<file path="src/rtl/pacman_frame_ctrl_pkg.sv">
// -----------------------------------------------------------------------------
// pacman_frame_ctrl_pkg
// Shared definitions for the pacman frame controller:
//   - coordinate widths (X_W, Y_W)
//   - screen and sprite geometry, plus the legal sprite start limits
//   - default frame / watchdog timing
//   - the controller state encoding
//   - an inclusive range-check helper
// -----------------------------------------------------------------------------
package pacman_frame_ctrl_pkg;

  localparam int X_W = 8;
  localparam int Y_W = 7;

  localparam int SCREEN_W = 160;
  localparam int SCREEN_H = 120;
  localparam int SPRITE_W = 20;
  localparam int SPRITE_H = 20;

  // Highest start coordinate that keeps the whole sprite on screen.
  localparam int SPRITE_X_MAX = SCREEN_W - SPRITE_W;
  localparam int SPRITE_Y_MAX = SCREEN_H - SPRITE_H;

  localparam int FRAME_CYCLES_DEF = 833333;  // 50 MHz / 60 Hz
  localparam int TIMEOUT_DEF      = 4096;
  localparam int INIT_X_DEF       = 70;
  localparam int INIT_Y_DEF       = 50;

  typedef enum logic [2:0] {
    ST_IDLE       = 3'd0,
    ST_WAIT_TICK  = 3'd1,
    ST_ERASE_REQ  = 3'd2,
    ST_ERASE_WAIT = 3'd3,
    ST_ANIM_REQ   = 3'd4,
    ST_ANIM_WAIT  = 3'd5,
    ST_UPDATE     = 3'd6
  } state_t;

  // Inclusive range check. Callers zero-extend the coordinate into an int,
  // so the comparison behaves as unsigned on the original coordinate.
  function automatic logic in_range(input int v, input int lo, input int hi);
    return (v >= lo) && (v <= hi);
  endfunction

endpackage

</file>
<file path="src/rtl/pacman_frame_ctrl_if.sv">
// -----------------------------------------------------------------------------
// pacman_frame_ctrl_if
// Go/done handshake bundle between the frame controller and the
// eraser/animator datapaths.
//   master (controller): drives erase_go/erase_x/erase_y and
//                        anim_go/anim_in_x/anim_in_y; receives erase_done,
//                        anim_done and anim_out_x/anim_out_y.
//   slave  (datapaths) : the mirror image.
// -----------------------------------------------------------------------------
interface pacman_frame_ctrl_if;
  import pacman_frame_ctrl_pkg::*;

  logic           erase_go;
  logic           erase_done;
  logic [X_W-1:0] erase_x;
  logic [Y_W-1:0] erase_y;

  logic           anim_go;
  logic           anim_done;
  logic [X_W-1:0] anim_in_x;
  logic [Y_W-1:0] anim_in_y;
  logic [X_W-1:0] anim_out_x;
  logic [Y_W-1:0] anim_out_y;

  modport master (
    output erase_go, erase_x, erase_y,
    output anim_go, anim_in_x, anim_in_y,
    input  erase_done, anim_done, anim_out_x, anim_out_y
  );

  modport slave (
    input  erase_go, erase_x, erase_y,
    input  anim_go, anim_in_x, anim_in_y,
    output erase_done, anim_done, anim_out_x, anim_out_y
  );

endinterface

</file>
<file path="src/rtl/pacman_frame_ctrl_frame_tick_gen.sv">
// -----------------------------------------------------------------------------
// frame_tick_gen
// Loadable down-counter with a zero flag. It is used both as the frame
// tick counter and as the handshake watchdog.
// Ports:
//   clock, resetn : clock and asynchronous active-low reset
//   load          : load LOAD_VAL (has priority over dec)
//   dec           : decrement by one; the count holds at zero
//   zero          : count is zero
// -----------------------------------------------------------------------------
module frame_tick_gen #(
  parameter int               WIDTH     = 4,
  parameter logic [WIDTH-1:0] LOAD_VAL  = '1,
  parameter logic [WIDTH-1:0] RESET_VAL = '0
) (
  input  logic clock,
  input  logic resetn,
  input  logic load,
  input  logic dec,
  output logic zero
);

  logic [WIDTH-1:0] count_reg;
  logic [WIDTH-1:0] count_next;

  always_comb begin
    count_next = count_reg;
    if (load) begin
      count_next = LOAD_VAL;
    end else if (dec && (count_reg != '0)) begin
      count_next = count_reg - 1'b1;
    end
  end

  always_ff @(posedge clock or negedge resetn) begin
    if (!resetn) begin
      count_reg <= RESET_VAL;
    end else begin
      count_reg <= count_next;
    end
  end

  assign zero = (count_reg == '0);

endmodule

</file>
<file path="src/rtl/pacman_frame_ctrl.sv">
// -----------------------------------------------------------------------------
// pacman_frame_ctrl
// Frame-rate initiator for the pacman sprite animator. Once per frame tick it
// asks the eraser to clear the last-drawn box, then asks the animator for a
// new position, bounds-checks the result and holds the committed position.
// Ports:
//   clock, resetn : clock and asynchronous active-low reset
//   enable        : game running (level)
//   hs            : go/done handshake to eraser and animator (master side)
//   pos_x, pos_y  : committed sprite position
//   busy          : a frame handshake is in progress
//   hit_wall      : one-cycle pulse when the animator's position is rejected
//   timeout_err   : sticky flag, set when a done never arrived
// -----------------------------------------------------------------------------
module pacman_frame_ctrl
  import pacman_frame_ctrl_pkg::*;
#(
  parameter int FRAME_CYCLES = FRAME_CYCLES_DEF,
  parameter int INIT_X       = INIT_X_DEF,
  parameter int INIT_Y       = INIT_Y_DEF,
  parameter int X_MIN        = 0,
  parameter int X_MAX        = SPRITE_X_MAX,
  parameter int Y_MIN        = 0,
  parameter int Y_MAX        = SPRITE_Y_MAX,
  parameter int TIMEOUT      = TIMEOUT_DEF
) (
  input  logic                clock,
  input  logic                resetn,
  input  logic                enable,
  pacman_frame_ctrl_if.master hs,
  output logic [X_W-1:0]      pos_x,
  output logic [Y_W-1:0]      pos_y,
  output logic                busy,
  output logic                hit_wall,
  output logic                timeout_err
);

  localparam int             CNT_W      = $clog2(FRAME_CYCLES + 1);
  localparam logic [CNT_W-1:0] FRAME_LOAD = CNT_W'(FRAME_CYCLES - 1);
  localparam int             WD_W       = $clog2(TIMEOUT + 1);
  localparam logic [WD_W-1:0]  WD_LOAD    = WD_W'(TIMEOUT - 1);
  localparam logic [X_W-1:0]   INIT_X_V   = X_W'(INIT_X);
  localparam logic [Y_W-1:0]   INIT_Y_V   = Y_W'(INIT_Y);

  state_t state_reg;
  state_t state_next;

  logic [X_W-1:0] pos_x_reg;
  logic [Y_W-1:0] pos_y_reg;
  logic [X_W-1:0] drawn_x_reg;
  logic [Y_W-1:0] drawn_y_reg;
  logic [X_W-1:0] cand_x_reg;
  logic [Y_W-1:0] cand_y_reg;
  logic           timeout_err_reg;

  logic frame_load;
  logic frame_dec;
  logic frame_zero;
  logic wd_load;
  logic wd_dec;
  logic wd_zero;
  logic capture;
  logic commit;
  logic abort;
  logic cand_ok;

  // Frame tick: reloaded on every entry to WAIT_TICK, counted down there.
  frame_tick_gen #(
    .WIDTH     (CNT_W),
    .LOAD_VAL  (FRAME_LOAD),
    .RESET_VAL (FRAME_LOAD)
  ) u_frame_cnt (
    .clock  (clock),
    .resetn (resetn),
    .load   (frame_load),
    .dec    (frame_dec),
    .zero   (frame_zero)
  );

  // Watchdog: reloaded in each REQ state so it restarts on every wait entry;
  // reaching zero inside a wait state means TIMEOUT wait cycles have elapsed.
  frame_tick_gen #(
    .WIDTH     (WD_W),
    .LOAD_VAL  (WD_LOAD),
    .RESET_VAL ('0)
  ) u_watchdog (
    .clock  (clock),
    .resetn (resetn),
    .load   (wd_load),
    .dec    (wd_dec),
    .zero   (wd_zero)
  );

  assign cand_ok = in_range(int'(cand_x_reg), X_MIN, X_MAX) &&
                   in_range(int'(cand_y_reg), Y_MIN, Y_MAX);

  always_comb begin
    state_next = state_reg;
    frame_load = 1'b0;
    frame_dec  = 1'b0;
    wd_load    = 1'b0;
    wd_dec     = 1'b0;
    capture    = 1'b0;
    commit     = 1'b0;
    abort      = 1'b0;
    case (state_reg)
      ST_IDLE: begin
        if (enable) begin
          frame_load = 1'b1;
          state_next = ST_WAIT_TICK;
        end
      end
      ST_WAIT_TICK: begin
        frame_dec = 1'b1;
        if (!enable) begin
          state_next = ST_IDLE;
        end else if (frame_zero) begin
          state_next = ST_ERASE_REQ;
        end
      end
      ST_ERASE_REQ: begin
        wd_load    = 1'b1;
        state_next = ST_ERASE_WAIT;
      end
      ST_ERASE_WAIT: begin
        wd_dec = 1'b1;
        // anim_done is deliberately not looked at here.
        if (hs.erase_done) begin
          state_next = ST_ANIM_REQ;
        end else if (wd_zero) begin
          abort      = 1'b1;
          state_next = ST_IDLE;
        end
      end
      ST_ANIM_REQ: begin
        wd_load    = 1'b1;
        state_next = ST_ANIM_WAIT;
      end
      ST_ANIM_WAIT: begin
        wd_dec = 1'b1;
        if (hs.anim_done) begin
          capture    = 1'b1;
          state_next = ST_UPDATE;
        end else if (wd_zero) begin
          abort      = 1'b1;
          state_next = ST_IDLE;
        end
      end
      ST_UPDATE: begin
        commit     = cand_ok;
        frame_load = 1'b1;
        state_next = ST_WAIT_TICK;
      end
      default: begin
        state_next = ST_IDLE;
      end
    endcase
  end

  always_ff @(posedge clock or negedge resetn) begin
    if (!resetn) begin
      state_reg       <= ST_IDLE;
      pos_x_reg       <= INIT_X_V;
      pos_y_reg       <= INIT_Y_V;
      drawn_x_reg     <= INIT_X_V;
      drawn_y_reg     <= INIT_Y_V;
      cand_x_reg      <= INIT_X_V;
      cand_y_reg      <= INIT_Y_V;
      timeout_err_reg <= 1'b0;
    end else begin
      state_reg <= state_next;
      // drawn takes the animator's output even when it is later rejected,
      // because that is what the animator actually put on screen.
      if (capture) begin
        drawn_x_reg <= hs.anim_out_x;
        drawn_y_reg <= hs.anim_out_y;
        cand_x_reg  <= hs.anim_out_x;
        cand_y_reg  <= hs.anim_out_y;
      end
      if (commit) begin
        pos_x_reg <= cand_x_reg;
        pos_y_reg <= cand_y_reg;
      end
      if (abort) begin
        timeout_err_reg <= 1'b1;
      end
    end
  end

  assign hs.erase_go  = (state_reg == ST_ERASE_REQ);
  assign hs.anim_go   = (state_reg == ST_ANIM_REQ);
  assign hs.erase_x   = drawn_x_reg;
  assign hs.erase_y   = drawn_y_reg;
  assign hs.anim_in_x = pos_x_reg;
  assign hs.anim_in_y = pos_y_reg;

  assign pos_x       = pos_x_reg;
  assign pos_y       = pos_y_reg;
  assign busy        = (state_reg != ST_IDLE) && (state_reg != ST_WAIT_TICK);
  assign hit_wall    = (state_reg == ST_UPDATE) && !cand_ok;
  assign timeout_err = timeout_err_reg;

endmodule

</file>
<file path="src/flat_wrapper.sv">
// flat-port wrapper written by rule: the top's interface ports become plain ports
module pacman_frame_ctrl_flat import pacman_frame_ctrl_pkg::*;
#(
  parameter int FRAME_CYCLES = FRAME_CYCLES_DEF,
  parameter int INIT_X       = INIT_X_DEF,
  parameter int INIT_Y       = INIT_Y_DEF,
  parameter int X_MIN        = 0,
  parameter int X_MAX        = SPRITE_X_MAX,
  parameter int Y_MIN        = 0,
  parameter int Y_MAX        = SPRITE_Y_MAX,
  parameter int TIMEOUT      = TIMEOUT_DEF
)
  (clock, resetn, enable, pos_x, pos_y, busy, hit_wall, timeout_err, hs_erase_go, hs_erase_x, hs_erase_y, hs_anim_go, hs_anim_in_x, hs_anim_in_y, hs_erase_done, hs_anim_done, hs_anim_out_x, hs_anim_out_y);
  pacman_frame_ctrl_if hs_i ();
  input  logic clock;
  input  logic resetn;
  input  logic enable;
  output logic [X_W-1:0] pos_x;
  output logic [Y_W-1:0] pos_y;
  output logic busy;
  output logic hit_wall;
  output logic timeout_err;
  output wire logic [$bits(hs_i.erase_go)-1:0] hs_erase_go;
  output wire logic [$bits(hs_i.erase_x)-1:0] hs_erase_x;
  output wire logic [$bits(hs_i.erase_y)-1:0] hs_erase_y;
  output wire logic [$bits(hs_i.anim_go)-1:0] hs_anim_go;
  output wire logic [$bits(hs_i.anim_in_x)-1:0] hs_anim_in_x;
  output wire logic [$bits(hs_i.anim_in_y)-1:0] hs_anim_in_y;
  input wire logic [$bits(hs_i.erase_done)-1:0] hs_erase_done;
  input wire logic [$bits(hs_i.anim_done)-1:0] hs_anim_done;
  input wire logic [$bits(hs_i.anim_out_x)-1:0] hs_anim_out_x;
  input wire logic [$bits(hs_i.anim_out_y)-1:0] hs_anim_out_y;
  assign hs_erase_go = hs_i.erase_go;
  assign hs_erase_x = hs_i.erase_x;
  assign hs_erase_y = hs_i.erase_y;
  assign hs_anim_go = hs_i.anim_go;
  assign hs_anim_in_x = hs_i.anim_in_x;
  assign hs_anim_in_y = hs_i.anim_in_y;
  assign hs_i.erase_done = hs_erase_done;
  assign hs_i.anim_done = hs_anim_done;
  assign hs_i.anim_out_x = hs_anim_out_x;
  assign hs_i.anim_out_y = hs_anim_out_y;
  pacman_frame_ctrl #(.FRAME_CYCLES(FRAME_CYCLES), .INIT_X(INIT_X), .INIT_Y(INIT_Y), .X_MIN(X_MIN), .X_MAX(X_MAX), .Y_MIN(Y_MIN), .Y_MAX(Y_MAX), .TIMEOUT(TIMEOUT)) u_core (.clock(clock), .resetn(resetn), .enable(enable), .hs(hs_i), .pos_x(pos_x), .pos_y(pos_y), .busy(busy), .hit_wall(hit_wall), .timeout_err(timeout_err));
endmodule
</file>
<file path="config.mk">
export PLATFORM = sky130hd
export DESIGN_NAME = pacman_frame_ctrl_flat
export DESIGN_NICKNAME = d
export VERILOG_FILES = /design/src/rtl/pacman_frame_ctrl_pkg.sv /design/src/rtl/pacman_frame_ctrl_if.sv /design/src/rtl/pacman_frame_ctrl_frame_tick_gen.sv /design/src/rtl/pacman_frame_ctrl.sv /design/src/flat_wrapper.sv
export SDC_FILE = /design/constraint.sdc
export NUM_CORES = 1
export LEC_CHECK = 0
export BUFFER_PORTS_ARGS = -buffer_cell sky130_fd_sc_hd__buf_2
export CORE_ASPECT_RATIO = 0.5
export CORE_UTILIZATION = 55
export DETAILED_ROUTE_END_ITERATION = 6
export GPL_TIMING_DRIVEN = 0
export HOLD_SLACK_MARGIN = 0.02
export PLACE_DENSITY = 0.82
export SYNTH_ARGS = -nofsm -noshare
export SYNTH_HDL_FRONTEND = slang
export SYNTH_SLANG_ARGS = --single-unit
export TNS_END_PERCENT = 10
</file>
<file path="constraint.sdc">
create_clock -name clock -period 3.5 [get_ports clock]
set_clock_uncertainty 0.15 [all_clocks]
set_input_delay 0.7 -clock clock [delete_from_list [all_inputs] [get_ports clock]]
set_output_delay 0.7 -clock clock [all_outputs]
set_load 0.01 [all_outputs]
</file>
==> metrics list <==
- The routed layout has approximately 3,000 vias.
- Global routing consumed, over all layers together, between 20 and 30% of the routing resources.
* Routed via count divided by cell count: just under 6
- After synthesis the cells add up to between 0.003 and 0.004 mm2.
- For the worst setup path, the data arrival time is just under 3 ns.
* Post-synth top flop: dfrtp_1
- Count of yosys warnings during synthesis: 0
- Summing all non-filler instances in the final layout gives an area of approximately 0.0043 mm2.
- Horiz. Die Dim: roughly 110 um
- During I/O placement, the number of pins put on the boundary was 70.
- Slew at the pin closest to its max-slew limit: between 0.9 and 1 ns
* Worst r2r src: u_core.state_reg[2]
- Avg Cell Area, Syn: around 11 um2
- Reg2reg path depth: 5
- RSZ-0062 raised after global routing: false
- Clock tree from TritonCTS: built
* Final setup vio count: 0
- Signed area change from the synthesized netlist to the final layout: 22.8%
* Power per cell area: roughly 800 mW/mm2
* Remaining antenna violation count after routing: 0
- Effective utilization at floorplan: a little under three fifths
- Worst setup slack after layout: between 0.6 and 0.7 ns
- Synth Register Bits: 67
- The share of the Yosys chip area taken by registers is around 49%.
- Antenna cell count: 0
* Crit. End Element: register
- Port buffering added between 60 and 70 buffers.
* Crit Path Max Fanout: 10
- The total overflow left after global routing is 0.
- Final hold analysis gives a worst-case slack of roughly 0.32 ns.
- In the final design database the tool counted around 430 nets.
- In the routed design, unresolved DRC markers number 0.
- Cells with a size suffix above 1 make up between 40% and 50% of the layout.
* Clock-pin transition on the worst setup and hold timing paths: 0.06 ns
- Status: finished clean
- The floorplan step defined a die boundary enclosing between 0.006 and 0.007 mm2.
- After synthesis, the share of flip-flops with an asynchronous set or reset is 100%.
- Count of TritonRoute iterations in the first routing pass: 4
- The clock reaches the later pin of the worst-skew pair after roughly 0.33 ns.
- Sinks on the clock net: 67
- CP Cell Sequence: clkbuf_1, nand3_1, a221oi_1, buf_2, mux2_2
- Number of slew-limit violations in the final report: 0
- Most frequent cells in the layout: 71 x buf_2, 44 x dfrtp_1, 30 x mux2_2
- Hold Fails Final Rpt: 0
- Max Freq: 352 MHz
* Max-cap viol count: 0
- Together, buffers and inverters on the worst path number 2.
* Final Cycle Share: a little over 80%
- Count of buffers added by post-CTS timing repair for setup: 0
- Number of global-route vias before repair: roughly 2,800
- Dividing the detail-routed wire length by the instance count gives 16.3 um.
- Crit path kind: register to register
- Measured against its own limit, the worst slew margin works out to between 30% and 40%.
- Detailed-route wire length: about 8000 um
- The H-tree generated during clock tree synthesis spans 3 levels.
* Path length in cells of the critical path: 5
* Final weighted congestion in routability-driven placement: roughly 0.81
- Final core occ: between 70% and 80%
- Worst-case vdd ir drop: 0.366 mV
- The first global-routing pass estimated ~13,000 um of wire.
* Endpoint of the worst register-to-register path: u_core.hs.anim_in_y[3]
- Buffers inserted during clock tree synthesis total 9.
- In this run the static leakage power is between 1.5 and 2 nW.
- STA classifies the critical path startpoint as a register.
- Among all stages on the critical path, the largest delay is contributed by a221oi_1.
- On the worst path, the slowest cell contributes a delay of between 0.8 and 0.9 ns.
- Post-cts resize count: 0
- The root buffer cell chosen for the clock tree is clkbuf_16.
- The HPWL after detailed placement is 5450 um.
- Site row count: 20
- The first routing iteration left 143 violations.
* Largest register FFs: 20
* Required time of the critical path: between 3 and 4 ns
* Number of buffers on the longest clock path: 2
- The floorplan step set the die height to 58.4 um.
- The number of antenna violations at the first check in global routing is 0.
* Register-to-register path setup slack: approximately 0.66 ns
- Largest net degree at the start of global routing: a little under 70
- In this run, post-CTS hold repair placed 0 buffers.
- Post-layout min period: 2.84 ns
* Post-DP Area: 0.00396 mm2
- Before CTS, the worst setup slack after placement is between 0.7 and 0.8 ns.
- Total nets after synthesis: ~350
- Counting every instance in the synthesized netlist gives ~320.
* Most common library cell in the layout ignoring fill and taps: buf_2
- Largest delay share family, worst path: compound AO/OA/AOI/OAI gates
* Worst min path class: input port to asynchronous set/reset pin
- Setup TNS Final: 0 ns
- Synth cell types: approximately 50
* Number of synthesized flops with an enable pin: 0
- Area of the placeable core: between 0.006 and 0.007 mm2
## worst max-delay path by stage
stage,startpoint,to
detailed placement,u_core.state_reg[2],u_core.hs.anim_in_y[0]
global route,u_core.state_reg[2],u_core.hs.anim_in_y[6]
global placement,u_core.state_reg[2],u_core.hs.anim_in_y[3]
floorplan,u_core.u_frame_cnt.count_reg[6],u_core.u_frame_cnt.count_reg[12]
finish,u_core.state_reg[2],u_core.hs.anim_in_y[3]
CTS,u_core.state_reg[2],u_core.hs.anim_in_y[0]
## layout make-up
| type | instances | area [um2] |
|---|---|---|
| Buffer | 27 | 161 |
| Clock buffer | 9 | 225 |
| Clock inverter | 7 | 116 |
| Fill cell | 440 | 1810 |
| Inverter | 10 | 37.5 |
| Multi-Input combinational cell | 220 | 1600 |
| Sequential cell | 67 | 1710 |
| Tap cell | 88 | 110 |
| Timing Repair Buffer | 69 | 348 |
## synthesized netlist by cell type, drive strengths merged (6+ instances only)
| cell | count | area (um2) |
|---|---|---|
| buf | 18 | 128 |
| nor3 | 14 | 70.1 |
| nor2 | 13 | 48.8 |
| dfrtp | 44 | 1100 |
| mux2 | 30 | 338 |
| or3 | 10 | 62.6 |
| dfstp | 23 | 604 |
| nand3 | 14 | 70.1 |
| or3b | 6 | 52.6 |
| clkbuf | 9 | 33.8 |
| inv | 10 | 37.5 |
| nand2b | 6 | 37.5 |
| nand2 | 13 | 48.8 |
| o31ai | 12 | 90.1 |
| nor4 | 10 | 77.6 |
| o21ai | 7 | 35.0 |
| mux2i | 11 | 110 |
| o211ai | 7 | 52.6 |
| or4 | 15 | 113 |
| a21oi | 10 | 50.1 |
## per-layer routing
metal / GRT usage, % / vias up / routed length, um
met5: 0 / - / 0
met4: 13.0 / 0 / 303
met3: 6.69 / 33 / 432
met2: 46.4 / 102 / 4060
met1: 29.1 / 1451 / 3290
li1: - / 1379 / -
## cell families (layout without fill, tap and decap cells)
family          Yosys count  after routing  synth area share, %
compound gates           56             56                 11.2
xor+xnor                  2              2                0.501
fa+ha+maj                 3              3                 1.07
buf+inv                  37            122                 5.68
flops                    67             67                 48.7
mux                      41             41                 12.8
simple gates            118            118                 20.1
## where the power goes
group,switching (mW),internal (mW),leakage [nW]
combinational,0.598,0.507,0.938
clock,0.336,0.694,0.165
sequential,0.196,1.03,0.769
## metrics by stage
step | power, mW | instances
after floorplan | 1.91 | 324
after global placement | 2.25 | 481
after detailed placement | 2.31 | 481
after CTS | 3.37 | 497
after global routing | 3.54 | 497
final | 3.36 | 497
Power figures use the tool's default switching activity.
